--- config.mk ---
export PLATFORM = sky130hd
export DESIGN_NAME = corelet_ctrl
export DESIGN_NICKNAME = d
export VERILOG_FILES = /design/src/rtl/corelet_ctrl.sv
export SDC_FILE = /design/constraint.sdc
export NUM_CORES = 1
export LEC_CHECK = 0
export BUFFER_PORTS_ARGS = -buffer_cell sky130_fd_sc_hd__buf_2
export CORE_ASPECT_RATIO = 0.75
export CORE_MARGIN = 5
export CORE_UTILIZATION = 30
export CTS_BUF_LIST = sky130_fd_sc_hd__clkbuf_4 sky130_fd_sc_hd__clkbuf_8 sky130_fd_sc_hd__clkbuf_16
export DETAILED_ROUTE_END_ITERATION = 7
export GPL_TIMING_DRIVEN = 0
export REMOVE_ABC_BUFFERS = 1
export SYNTH_ARGS = -nofsm -noshare
export SYNTH_HDL_FRONTEND = slang
export SYNTH_SLANG_ARGS = --single-unit
--- constraint.sdc ---
create_clock -name clk -period 3.6 [get_ports clk]
set_input_delay 0.54 -clock clk [delete_from_list [all_inputs] [get_ports clk]]
set_output_delay 0.54 -clock clk [all_outputs]
set_load 0.1 [all_outputs]
--- src/rtl/corelet_ctrl.sv ---
// corelet_ctrl: sequencer for one corelet run of len_kij kernel positions.
// For each kernel position k it loads a weight tile into L0, moves it into
// the PE array, waits for it to settle, streams len_nij activation vectors
// through L0 into the array, then drains the OFIFO into psum SRAM.
//
// Ports
//   clk          single clock, rising edge
//   reset        synchronous active-high reset
//   start        begin a run (honoured only when idle)
//   relu_en      relu flag, captured at start, drives inst[34] for the run
//   ofifo_valid  OFIFO holds at least one complete row
//   inst[36:0]   corelet instruction word (0 load, 1 execute, 2 l0_wr,
//                3 l0_rd, 6 ofifo_rd, 34 relu; all other bits 0)
//   xmem_cen     activation/weight SRAM chip enable, active-low
//   xmem_addr    activation/weight SRAM read address
//   pmem_wen     psum SRAM write enable, active-low
//   pmem_addr    psum SRAM write address
//   busy         high while a run is in progress (not IDLE, not DONE)
//   done         one-cycle pulse when the run completes
module corelet_ctrl #(
  parameter int row     = 8,
  parameter int col     = 8,
  parameter int len_kij = 9,
  parameter int len_nij = 36,
  parameter int addr_bw = 11
) (
  input  logic               clk,
  input  logic               reset,
  input  logic               start,
  input  logic               relu_en,
  input  logic               ofifo_valid,
  output logic [36:0]        inst,
  output logic               xmem_cen,
  output logic [addr_bw-1:0] xmem_addr,
  output logic               pmem_wen,
  output logic [addr_bw-1:0] pmem_addr,
  output logic               busy,
  output logic               done
);

  localparam logic [2:0] S_IDLE  = 3'd0;
  localparam logic [2:0] S_WLOAD = 3'd1;
  localparam logic [2:0] S_KLOAD = 3'd2;
  localparam logic [2:0] S_KWAIT = 3'd3;
  localparam logic [2:0] S_ALOAD = 3'd4;
  localparam logic [2:0] S_EXEC  = 3'd5;
  localparam logic [2:0] S_DRAIN = 3'd6;
  localparam logic [2:0] S_DONE  = 3'd7;

  // Phase counter must reach the longest phase length without wrapping.
  localparam int CMAX = ((col + 1) > (row + col))
                        ? (((col + 1) > (len_nij + 1)) ? (col + 1) : (len_nij + 1))
                        : (((row + col) > (len_nij + 1)) ? (row + col) : (len_nij + 1));
  localparam int CW = $clog2(CMAX + 1);
  localparam int KW = $clog2(len_kij + 1);
  localparam int RW = $clog2(len_nij + 1);

  localparam logic [CW-1:0] WL_END = CW'(col);
  localparam logic [CW-1:0] KL_END = CW'(col - 1);
  localparam logic [CW-1:0] KW_END = CW'(row + col - 1);
  localparam logic [CW-1:0] AL_END = CW'(len_nij);
  localparam logic [CW-1:0] EX_END = CW'(len_nij - 1);
  localparam logic [RW-1:0] RD_END = RW'(len_nij);
  localparam logic [KW-1:0] K_LAST = KW'(len_kij - 1);

  logic [2:0]    state_r, nstate_s;
  logic [CW-1:0] cnt_r, ncnt_s;
  logic [KW-1:0] k_r, nk_s;
  logic [RW-1:0] rd_r, nrd_s;
  logic          relu_r, nrelu_s;
  logic          rd_s;

  logic          load_r, exec_r, l0_wr_r, l0_rd_r, relu_out_r;
  logic          n_load_s, n_exec_s, n_l0_wr_s, n_l0_rd_s, n_relu_s;
  logic          n_xcen_s, n_pwen_s, n_busy_s, n_done_s;
  logic [addr_bw-1:0] n_xaddr_s, n_paddr_s;

  // OFIFO read is combinational so it never fires on a cycle where the
  // FIFO has nothing to give.
  assign rd_s = (state_r == S_DRAIN) && ofifo_valid && (rd_r < RD_END);

  assign inst = {2'b00, relu_out_r, 27'd0, rd_s, 2'b00,
                 l0_rd_r, l0_wr_r, exec_r, load_r};

  // Next-state and phase-counter logic.
  always_comb begin
    nstate_s = state_r;
    ncnt_s   = cnt_r;
    nk_s     = k_r;
    nrd_s    = rd_r;
    nrelu_s  = relu_r;
    case (state_r)
      S_IDLE: begin
        if (start) begin
          nstate_s = S_WLOAD;
          ncnt_s   = {CW{1'b0}};
          nk_s     = {KW{1'b0}};
          nrd_s    = {RW{1'b0}};
          nrelu_s  = relu_en;
        end else begin
          nstate_s = S_IDLE;
        end
      end
      S_WLOAD: begin
        // col reads plus one trailing cycle for the last l0_wr
        if (cnt_r == WL_END) begin
          nstate_s = S_KLOAD;
          ncnt_s   = {CW{1'b0}};
        end else begin
          ncnt_s = cnt_r + CW'(1);
        end
      end
      S_KLOAD: begin
        if (cnt_r == KL_END) begin
          nstate_s = S_KWAIT;
          ncnt_s   = {CW{1'b0}};
        end else begin
          ncnt_s = cnt_r + CW'(1);
        end
      end
      S_KWAIT: begin
        if (cnt_r == KW_END) begin
          nstate_s = S_ALOAD;
          ncnt_s   = {CW{1'b0}};
        end else begin
          ncnt_s = cnt_r + CW'(1);
        end
      end
      S_ALOAD: begin
        if (cnt_r == AL_END) begin
          nstate_s = S_EXEC;
          ncnt_s   = {CW{1'b0}};
        end else begin
          ncnt_s = cnt_r + CW'(1);
        end
      end
      S_EXEC: begin
        if (cnt_r == EX_END) begin
          nstate_s = S_DRAIN;
          ncnt_s   = {CW{1'b0}};
          nrd_s    = {RW{1'b0}};
        end else begin
          ncnt_s = cnt_r + CW'(1);
        end
      end
      S_DRAIN: begin
        // Leave only once the write that follows the last read is on the bus.
        if ((rd_r == RD_END) && !pmem_wen) begin
          ncnt_s = {CW{1'b0}};
          if (k_r == K_LAST) begin
            nstate_s = S_DONE;
          end else begin
            nstate_s = S_WLOAD;
            nk_s     = k_r + KW'(1);
          end
        end else if (rd_s) begin
          nrd_s = rd_r + RW'(1);
        end else begin
          nrd_s = rd_r;
        end
      end
      S_DONE: begin
        nstate_s = S_IDLE;
      end
      default: begin
        nstate_s = S_IDLE;
      end
    endcase
  end

  // Output values for the next cycle, derived from the next state.
  always_comb begin
    n_load_s  = (nstate_s == S_KLOAD);
    n_exec_s  = (nstate_s == S_EXEC);
    n_l0_rd_s = (nstate_s == S_KLOAD) || (nstate_s == S_EXEC);
    n_l0_wr_s = ((nstate_s == S_WLOAD) || (nstate_s == S_ALOAD))
                && (ncnt_s != {CW{1'b0}});
    n_busy_s  = (nstate_s != S_IDLE) && (nstate_s != S_DONE);
    n_done_s  = (nstate_s == S_DONE);
    n_relu_s  = n_busy_s && nrelu_s;
    n_xcen_s  = 1'b1;
    n_xaddr_s = xmem_addr;
    if ((nstate_s == S_WLOAD) && (ncnt_s < WL_END)) begin
      n_xcen_s  = 1'b0;
      n_xaddr_s = addr_bw'(nk_s) * addr_bw'(col) + addr_bw'(ncnt_s);
    end else if ((nstate_s == S_ALOAD) && (ncnt_s < AL_END)) begin
      n_xcen_s  = 1'b0;
      n_xaddr_s = addr_bw'(len_kij) * addr_bw'(col) + addr_bw'(ncnt_s);
    end else begin
      n_xcen_s  = 1'b1;
      n_xaddr_s = xmem_addr;
    end
    if (rd_s) begin
      n_pwen_s  = 1'b0;
      n_paddr_s = addr_bw'(k_r) * addr_bw'(len_nij) + addr_bw'(rd_r);
    end else begin
      n_pwen_s  = 1'b1;
      n_paddr_s = pmem_addr;
    end
  end

  // State, counters and registered outputs.
  always_ff @(posedge clk) begin
    if (reset) begin
      state_r    <= S_IDLE;
      cnt_r      <= {CW{1'b0}};
      k_r        <= {KW{1'b0}};
      rd_r       <= {RW{1'b0}};
      relu_r     <= 1'b0;
      load_r     <= 1'b0;
      exec_r     <= 1'b0;
      l0_wr_r    <= 1'b0;
      l0_rd_r    <= 1'b0;
      relu_out_r <= 1'b0;
      xmem_cen   <= 1'b1;
      xmem_addr  <= {addr_bw{1'b0}};
      pmem_wen   <= 1'b1;
      pmem_addr  <= {addr_bw{1'b0}};
      busy       <= 1'b0;
      done       <= 1'b0;
    end else begin
      state_r    <= nstate_s;
      cnt_r      <= ncnt_s;
      k_r        <= nk_s;
      rd_r       <= nrd_s;
      relu_r     <= nrelu_s;
      load_r     <= n_load_s;
      exec_r     <= n_exec_s;
      l0_wr_r    <= n_l0_wr_s;
      l0_rd_r    <= n_l0_rd_s;
      relu_out_r <= n_relu_s;
      xmem_cen   <= n_xcen_s;
      xmem_addr  <= n_xaddr_s;
      pmem_wen   <= n_pwen_s;
      pmem_addr  <= n_paddr_s;
      busy       <= n_busy_s;
      done       <= n_done_s;
    end
  end

endmodule

# Yosys cells after proc, flatten, opt, wreduce, memory -nomap -nowiden
# Index checks and enable logic that the tools add are counted.
# totals
reg_bits,51
latchBits,0
mem_bits_rw,0
rom_bits,0
in_bits,5
out_inout_bits,63
elab_cells,100
memories,0
# op_classes
addsub,6
n_mul,1
div_mod_pow,0
magnitude_cmp,3
n_eq_ne,24
shift,0
n_mux,33
n_bitwise,0
n_reduce_logical,17
# op_table
op,n
$mux W6,11
$pmux W6 S7,1
$pmux W3 S8,1
$mux W11,2
$eq A3 B3 Y1 const B,7
$mux W3,7
$eq A6 B6 Y1 const B,3
$pmux W6 S3,1
$add A6 B1 Y6 const B,2
$eq A6 B4 Y1 const B,2
$lt A6 B6 Y1 const B,2
$mux W4,3
$add A10 B6 Y11,1
$eq A3 B2 Y1 const B,3
$add A7 B6 Y8,1
$add A7 B6 Y8 const A,1
$logic_and A1 B1 Y1,8
$mul A4 B4 Y8 const B,1
$ne A2 B2 Y1 const B,4
$pmux W4 S2,1
$eq A3 B1 Y1 const B,2
$eq A6 B3 Y1 const B,1
$lt A6 B4 Y1 const B,1
$mux W1,6
other kinds (10),12

# Depth between registers and ports, before layout
# Gate-level depths: netlist of run 1.
# depth
ltp_word,8
ltp_mapped,15
mapped_depth_nobuf,15

# Worst setup path before layout of run 1
# OpenSTA, ideal clock, no wires.
# synth_path
kind,reg-to-reg
startpoint,reg pmem_wen
endpoint,reg xmem_addr[6]
setup_ns,0.074
t_arrival_ns,3.513
required_ns,3.526
slack_ns,0.012
stages_incl_launch_ff,13
path_buffers,0
period_less_slack_ns,3.588
path_cell_list,dfxtp_1 -> and4b_1 -> and2_1 -> a22o_1 -> o22ai_2 -> nor4_4 -> and2_1 -> ha_1 -> and2_1 -> and2b_1 -> a221o_1 -> or3_1 -> a31oi_1
# synth_between
elab_chain_cells,7
elab_cells_between_ends,19
classes_between,add/sub (2); order compare (2); eq/ne (2); mux (8); reduce/logical (5)
# synth_lines
item,line_no,source
"start, declared",35,"output logic pmem_wen,"
"start signal, assigned",234,pmem_wen <= n_pwen_s;
$logic_not A1 Y1 *,148,if ((rd_r == RD_END) && !pmem_wen) begin
$logic_and A1 B1 Y1 *,148,
$mux W6 / $mux W3 (equally long branches),148,
$pmux W6 S7 / $pmux W3 S8 (equally long branches),92,case (state_r)
"$add A7 B6 Y8, or another cell as far along",188,n_xaddr_s = addr_bw'(len_kij) * addr_bw'(col) + addr_bw'(ncnt_s);
"$mux W11, or another cell as far along",186,end else if ((nstate_s == S_ALOAD) && (ncnt_s < AL_END)) begin
$mux W11 / $reduce_bool A2 Y1 (equally long branches),n/a,
"end signal, assigned",216,xmem_addr <= {addr_bw{1'b0}};
"end signal, assigned",233,xmem_addr <= n_xaddr_s;
"end, declared",34,"output logic [addr_bw-1:0] xmem_addr,"
# Mark *: on every way between the ends. The rest lies on a longest branch, timed or not. The select of a mux whose other input is x is not followed.
# A chain may end at the register's enable or synchronous reset.

# Final worst setup path of run 1
# layout_path
startpoint,reg cnt_r[3]
endpoint,reg xmem_addr[6]
# layout_between
elab_chain_cells,6
elab_cells_between_ends,31
classes_between,add/sub (3); order compare (2); eq/ne (7); mux (16); reduce/logical (3)
# layout_lines
item,line_no,source
"start, declared",67,"logic [CW-1:0] cnt_r, ncnt_s;"
"start signal, assigned",206,cnt_r <= {CW{1'b0}};
"start signal, assigned",223,cnt_r <= ncnt_s;
"$add A6 B1 Y6, or another cell as far along",n/a,
"$mux W6, or another cell as far along",138,if (cnt_r == EX_END) begin
$pmux W6 S7 / $pmux W3 S8 (equally long branches),92,
"$add A7 B6 Y8, or another cell as far along",188,
"$mux W11, or another cell as far along",186,
$mux W11 / $reduce_bool A2 Y1 (equally long branches),n/a,
# Parallel ways exist; a longest one is shown, timed or not. The select of a mux whose other input is x is not followed.

==> results.sh, run 1 <==
export IMPL_status="finished clean"
export IMPL_critPathLaunchType="register"
export IMPL_min_from="pmem_addr[5]"
export IMPL_wl_per_cell_um=12.4
export IMPL_initial_core_util_pct=30.4
export IMPL_seq_area_frac_synth_pct=31.0
export IMPL_skew_ns=0.00782
export IMPL_clockBufferDepth=2
export IMPL_intPower_w=0.000947
export IMPL_ioPinCount=68
export IMPL_p_sw_share_pct=32.6
export IMPL_syn_area_sq_mm=0.00310
export IMPL_r2r_end="xmem_addr[6]"
export IMPL_core_sq_mm=0.0102
export IMPL_yosys_warnings=0
export IMPL_synth_most_common_cell="dfxtp_1"
export IMPL_syn_to_final_growth_pct=12.2
export IMPL_ys_types=66
export IMPL_max_slew_margin_pct=18.7
export IMPL_synth_edf_count=0
export IMPL_seqPwrFrac_pct=39.3
export IMPL_use_met1_pct=16.2
export IMPL_antenna_found_initial=0
export IMPL_dr_pass1_iters=4
export IMPL_nNetsFinal=415
export IMPL_cts_root_buf="clkbuf_16"
export IMPL_drt_iter0_drc=162
export IMPL_finalHoldViolCount=0
export IMPL_grt_use_met3_pct=3.39
export IMPL_fin_tns_setup_ns=0
export IMPL_hold_class="register to register"
export IMPL_synth_flop_cell="dfxtp_1"
export IMPL_antenna_left=0
export IMPL_grt_pass1_wl_um=10600
export IMPL_p_leak_nw=1.47
export IMPL_crit_type="register to register"
export IMPL_synthArstFlopShare_pct=0
export IMPL_viasPerCell=4.57
export IMPL_fmax_mhz=294
export IMPL_busiest_layer="met1"
export IMPL_grt_use_met2_pct=13.1
export IMPL_grt_pass1_vias=2108
export IMPL_cp_data_arrival_time_ns=3.62
export IMPL_slew_viol_final=0
export IMPL_die_h_um=98.1
export IMPL_overflow=0
export IMPL_rr_worst_depth=12
export IMPL_reg2reg_from="cnt_r[3]"
export IMPL_vdd_drop_max_v=0.000251
export IMPL_rows=32
export IMPL_placed_cells=518
export IMPL_netlist_area_leader_share_pct=31.0
export IMPL_synth_top_cell_by_area="dfxtp_1"
export IMPL_antenna_cells=0
export IMPL_postSynthCellCount=371
export IMPL_dr_total_vias=2423
export IMPL_wl_um=6560
export IMPL_synth_area_top_cells="dfxtp_1, buf_4, ha_1"
export IMPL_die_x_um=127
export IMPL_period_needed_ns=3.40
export IMPL_synth_commonest_cells="dfxtp_1, buf_4, nand2_1"
export IMPL_min_to="pmem_addr[5]"
export IMPL_drcViolationCount=0
export IMPL_dieArea_sq_mm=0.0125
export IMPL_cts_tree="done"
export IMPL_place_port_buffers=33
export IMPL_cts_htree_levels=2
export IMPL_cp_required_ns=3.82
export IMPL_numCtsBuffers=5
export IMPL_cp_max_fo=9
export IMPL_nFillCells=1059
export IMPL_finalCritPeriodShare_pct=94.4
export IMPL_multiInputGateArea_sq_mm=0.00191
export IMPL_clk_latency_ns=0.29
export IMPL_seq_area_sq_um=968
export IMPL_p_clk_share_pct=40.1
export IMPL_synth_area_per_cell_sq_um=8.36
export IMPL_finalSetupViolCount=0
export IMPL_cts_clk_slew_worst_paths_ns=0.07
export IMPL_final_cell_count_no_fill=530
export IMPL_place_detailed_hpwl_um=4910
export IMPL_grt_max_degree=43
export IMPL_cts_sinks=48
export IMPL_synth_seq_cells=48
export IMPL_power_density_mw_per_mm2=404
export IMPL_groute_usage_overall_pct=10.3
export IMPL_gp_congestion=0.853
export IMPL_tightest_slew_ns=1.21
export IMPL_pwr_share_comb_pct=20.6
export IMPL_holdPathStages=2
export IMPL_r2r_slack_ns=0.20
export IMPL_final_layout_size_suffix_gt1_share_pct=21.1
export IMPL_cap_viol_max_count=0
export IMPL_cp_end_kind="register"
export IMPL_switching_power_w=0.000458
## state kept, by name (all words and copies together), names as in the netlist, 3 cells and up
register / cells
pmem_addr: 11
xmem_addr: 8
cnt_r: 6
rd_r: 6
k_r: 4
state_r: 3
## worst max-delay path, stage by stage (launching register included)
cell and delay, ns:
dfxtp_1 0.57, and4bb_2 0.35, a211oi_4 0.10, a21oi_4 0.25, o22ai_4 0.13, nor4_4 0.36
and2_1 0.18, ha_1 0.26, and2_1 0.16, and2b_1 0.15, a221o_1 0.30, or3_1 0.35
a31oi_1 0.16
## what timing repair did
action,CTS,global route
setup buffers,1,3
hold buffers,0,0
setup endpoints to repair,1,5
hold endpoints to repair,0,0
resized for setup,4,19
pin swaps,2,6
## logic make-up after synthesis
group / after synthesis / synth area share [%]
compound gates: 67 / 16.4
xor+xnor: 15 / 4.24
fa+ha+maj: 17 / 7.10
buf+inv: 67 / 13.7
flops: 48 / 31.0
mux: 6 / 1.94
other cells: 1 / 0.121
simple gates: 150 / 25.5
## cells in the final DEF (no fill, tap or decap), types with 2 or more instances in the layout
master	n
and2_1	5
nor3_1	6
ha_1	14
xnor2_1	9
clkbuf_16	5
o21ai_0	5
nor4_1	3
dfxtp_2	6
nand3b_1	2
and4bb_2	2
nand2b_1	5
nor3b_1	2
a31oi_1	5
a21oi_1	23
a311oi_1	2
clkbuf_8	2
nand4_1	3
nand2_1	41
nand3_1	7
or3_1	3
a21o_1	4
buf_4	4
ha_4	2
o31ai_1	3
nand3_2	2
o211ai_1	3
buf_2	33
xor2_1	6
dfxtp_1	42
and3b_1	2
and3_1	3
a211oi_1	2
mux2i_1	6
nor2_1	33
or2_2	6
nor2b_1	12
inv_1	10
conb_1	34
## worst max-delay path by stage
stage | from | to | slack (ns) | depth (start not counted)
2_1_floorplan | pmem_wen | xmem_addr[6] | 0.01 | 12
3_3_place_gp | state_r[0] | xmem_addr[6] | 0.03 | 12
3_5_place_dp | cnt_r[1] | xmem_addr[6] | -0.009 | 13
4_1_cts | cnt_r[1] | xmem_addr[6] | 0.05 | 13
5_1_grt | cnt_r[3] | xmem_addr[6] | -0.001 | 12
6_report | cnt_r[3] | xmem_addr[6] | 0.20 | 12
## metal layers
metal  vias up  routed length [um]
met4         0                  68
li1       1254                   -
met1      1100                3460
met5         -                   0
met2        62                2570
met3         7                 464
## stage by stage
step	hold WS, ns	setup WS [ns]	cell area [sq um]	utilization (%)	power (W)
after CTS	0.450	0.0477	3380	33.1	0.00141
after global placement	0.443	0.0344	3180	31.2	0.000840
after global routing	0.484	-0.00118	3480	34.1	0.00146
after detailed placement	0.442	-0.00944	3180	31.2	0.000842
final	0.448	0.200	3480	34.1	0.00140
after floorplan	0.459	0.0124	2850	-	0.000810
## area by class of cell
cell class	count	area share, %
Inverter	12	1.40
Clock inverter	1	0.863
Clock buffer	7	4.39
Timing Repair Buffer	37	5.61
Tap cell	136	4.89
Multi-Input combinational cell	289	55.0
Sequential cell	48	27.8
## power groups by stage
stage,Combinational [W],Sequential (W),Clock [W]
final,0.000289,0.000553,0.000563
after global routing,0.000302,0.000554,0.000601
after CTS,0.000281,0.000551,0.000581
after detailed placement,0.000279,0.000563,0
after global placement,0.000277,0.000563,0
after floorplan,0.000204,0.000606,0
(Power assumes the default switching activity.)
==> inputs of run 2 (changes only) <==
--- a/config.mk
+++ b/config.mk
@@ -8,10 +8,11 @@
 export BUFFER_PORTS_ARGS = -buffer_cell sky130_fd_sc_hd__buf_2
 export CORE_ASPECT_RATIO = 0.75
 export CORE_MARGIN = 5
-export CORE_UTILIZATION = 30
-export CTS_BUF_LIST = sky130_fd_sc_hd__clkbuf_4 sky130_fd_sc_hd__clkbuf_8 sky130_fd_sc_hd__clkbuf_16
+export CORE_UTILIZATION = 57
+export CTS_BUF_LIST = sky130_fd_sc_hd__clkbuf_4
 export DETAILED_ROUTE_END_ITERATION = 7
 export GPL_TIMING_DRIVEN = 0
+export PLACE_DENSITY = 0.83
 export REMOVE_ABC_BUFFERS = 1
 export SYNTH_ARGS = -nofsm -noshare
 export SYNTH_HDL_FRONTEND = slang
==> results.sh, run 2 (same netlist as run 1, synthesis figures left out) <==
export IMPL_power_density_mw_per_mm2=354
export IMPL_rsz0062_at_grt="true"
export IMPL_intPower_w=0.000733
export IMPL_cts_tree="done"
export IMPL_period_needed_ns=3.46
export IMPL_pwr_share_comb_pct=24.7
export IMPL_setup_ws_ns=0.138
export IMPL_slowest_stage="nor4_4"
export IMPL_seq_area_sq_um=968
export IMPL_rr_worst_depth=14
export IMPL_min_from="relu_en"
export IMPL_finalSetupViolCount=0
export IMPL_pre_cts_slack_ns=-0.00992
export IMPL_cts_root_buf="clkbuf_4"
export IMPL_final_cell_mix="dfxtp_1, nand2_1, conb_1"
export IMPL_slew_viol_final=0
export IMPL_regMostFlops="pmem_addr"
export IMPL_antenna_left=0
export IMPL_p_leak_nw=1.43
export IMPL_dr_total_vias=2489
export IMPL_cap_viol_max_count=0
export IMPL_final_layout_size_suffix_gt1_share_pct=20.2
export IMPL_clockBufferDepth=2
export IMPL_tightest_slew_ns=1.17
export IMPL_initial_core_util_pct=58.3
export IMPL_place_port_buffers=33
export IMPL_numCtsBuffers=5
export IMPL_clk_latency_ns=0.36
export IMPL_finalCritPeriodShare_pct=96.2
export IMPL_core_sq_mm=0.00532
export IMPL_overflow=0
export IMPL_min_to="relu_r"
export IMPL_r2r_end="xmem_addr[6]"
export IMPL_seqPwrFrac_pct=47.7
export IMPL_skew_ns=0.0115
export IMPL_largest_reg_flops=11
export IMPL_grt_pass1_wl_um=10400
export IMPL_groute_usage_overall_pct=18.6
export IMPL_cp_top_family="simple AND/OR/NAND/NOR gates"
export IMPL_antenna_cells=0
export IMPL_cts_clk_slew_worst_paths_ns=0.14
export IMPL_wl_per_cell_um=13.3
export IMPL_finalHoldViolCount=0
export IMPL_rows=23
export IMPL_critPathLaunchType="register"
export IMPL_dieArea_sq_mm=0.00703
export IMPL_p_sw_share_pct=36.6
export IMPL_cpPeakStageDelay_ns=0.38
export IMPL_fmax_mhz=289
export IMPL_vdd_drop_max_v=0.000206
export IMPL_holdPathStages=3
export IMPL_fin_tns_setup_ns=0
export IMPL_final_cell_count_no_fill=471
export IMPL_gp_congestion=0.898
export IMPL_cts_htree_levels=2
export IMPL_worst_path_buf_inv=1
export IMPL_die_h_um=73.9
export IMPL_reg2reg_from="rd_r[0]"
export IMPL_nFillCells=458
export IMPL_ioPinCount=68
export IMPL_placed_cells=457
export IMPL_status="finished clean"
export IMPL_grt_pass1_vias=2230
export IMPL_cp_end_kind="register"
export IMPL_wl_um=6270
export IMPL_hold_class="input pin to register"
export IMPL_multiInputGateArea_sq_mm=0.00186
export IMPL_switching_power_w=0.000424
export IMPL_cts_sinks=48
export IMPL_nNetsFinal=417
export IMPL_max_slew_margin_pct=21.5
export IMPL_cp_data_arrival_time_ns=3.75
export IMPL_place_detailed_hpwl_um=4640
export IMPL_largest_registers="pmem_addr (11), xmem_addr (8)"
export IMPL_drcViolationCount=0
export IMPL_die_x_um=95.2
export IMPL_final_common_cell="dfxtp_1"
export IMPL_antenna_found_initial=0
export IMPL_dr_pass1_iters=5
export IMPL_crit_type="register to register"
export IMPL_cp_max_fo=5
export IMPL_viasPerCell=5.28
export IMPL_crit_chain="inv_1 -> ha_1 -> and4b_2 -> nand3_1 -> a221oi_2 -> o31ai_4 -> nor4_4 -> and2_1 -> ha_1 -> and2_1 -> and2b_1 -> a221o_1 -> or3_1 -> a31oi_1"
export IMPL_r2r_slack_ns=0.14
export IMPL_syn_to_final_growth_pct=5.28
export IMPL_p_clk_share_pct=27.6
export IMPL_grt_max_degree=43
export IMPL_drt_iter0_drc=144
export IMPL_cp_required_ns=3.89
run 2: how the worst max path moves through the flow:
stage / from / end / slack, ns / depth (start not counted)
global placement: state_r[0] / xmem_addr[6] / 0.06 / 12
floorplan: pmem_wen / xmem_addr[6] / 0.01 / 12
CTS: rd_r[0] / xmem_addr[6] / 0.008 / 14
detailed placement: state_r[0] / xmem_addr[6] / -0.01 / 12
finish: rd_r[0] / xmem_addr[6] / 0.14 / 14
global route: rd_r[0] / xmem_addr[6] / -0.1 / 14
run 2: what timing repair did:
| action | in CTS | in global routing |
|---|---|---|
| hold buffers | 0 | 0 |
| pin swaps | 0 | 5 |
| endpoints found under the setup margin | 1 | 6 |
| buffers inserted | 0 | 6 |
| resized for setup | 4 | 9 |
run 2: final cells by class:
class | instances | area share [%]
inverter | 12 | 1.49
timing repair buffer | 39 | 6.44
multi-input combinational | 289 | 57.1
sequential | 48 | 29.7
clock buffer | 6 | 1.38
tap | 75 | 2.87
clock inverter | 2 | 1.07
run 2: power groups by stage:
stage	sequential [W]	clock, W	combinational [W]
detailed placement	0.000563	0	0.000277
global route	0.000554	0.000348	0.000298
CTS	0.000552	0.000327	0.000278
global placement	0.000562	0	0.000275
finish	0.000552	0.000320	0.000286
floorplan	0.000606	0	0.000204
run 2: per-layer routing:
metal	up-vias	GRT usage, %	share of wire (%)
li1	1248	-	-
met1	1153	26.6	48
met2	84	28.6	44
met3	4	4.09	7.1
met4	0	4.00	0.73
met5	-	0	0
run 2: metrics by stage:
step	instance area, sq um	utilization (%)	power, W	hold WS, ns
after global routing	3270	61.3	0.00120	0.478
after CTS	3200	60.0	0.00116	0.456
after detailed placement	3100	58.3	0.000840	0.446
after floorplan	2850	-	0.000810	0.459
final	3270	61.3	0.00116	0.457
after global placement	3100	58.3	0.000837	0.438
run 2: worst min-delay path, cell delays in order:
cell and delay [ns]:
buf_2 0.07, mux2i_1 0.07, nor2_1 0.09
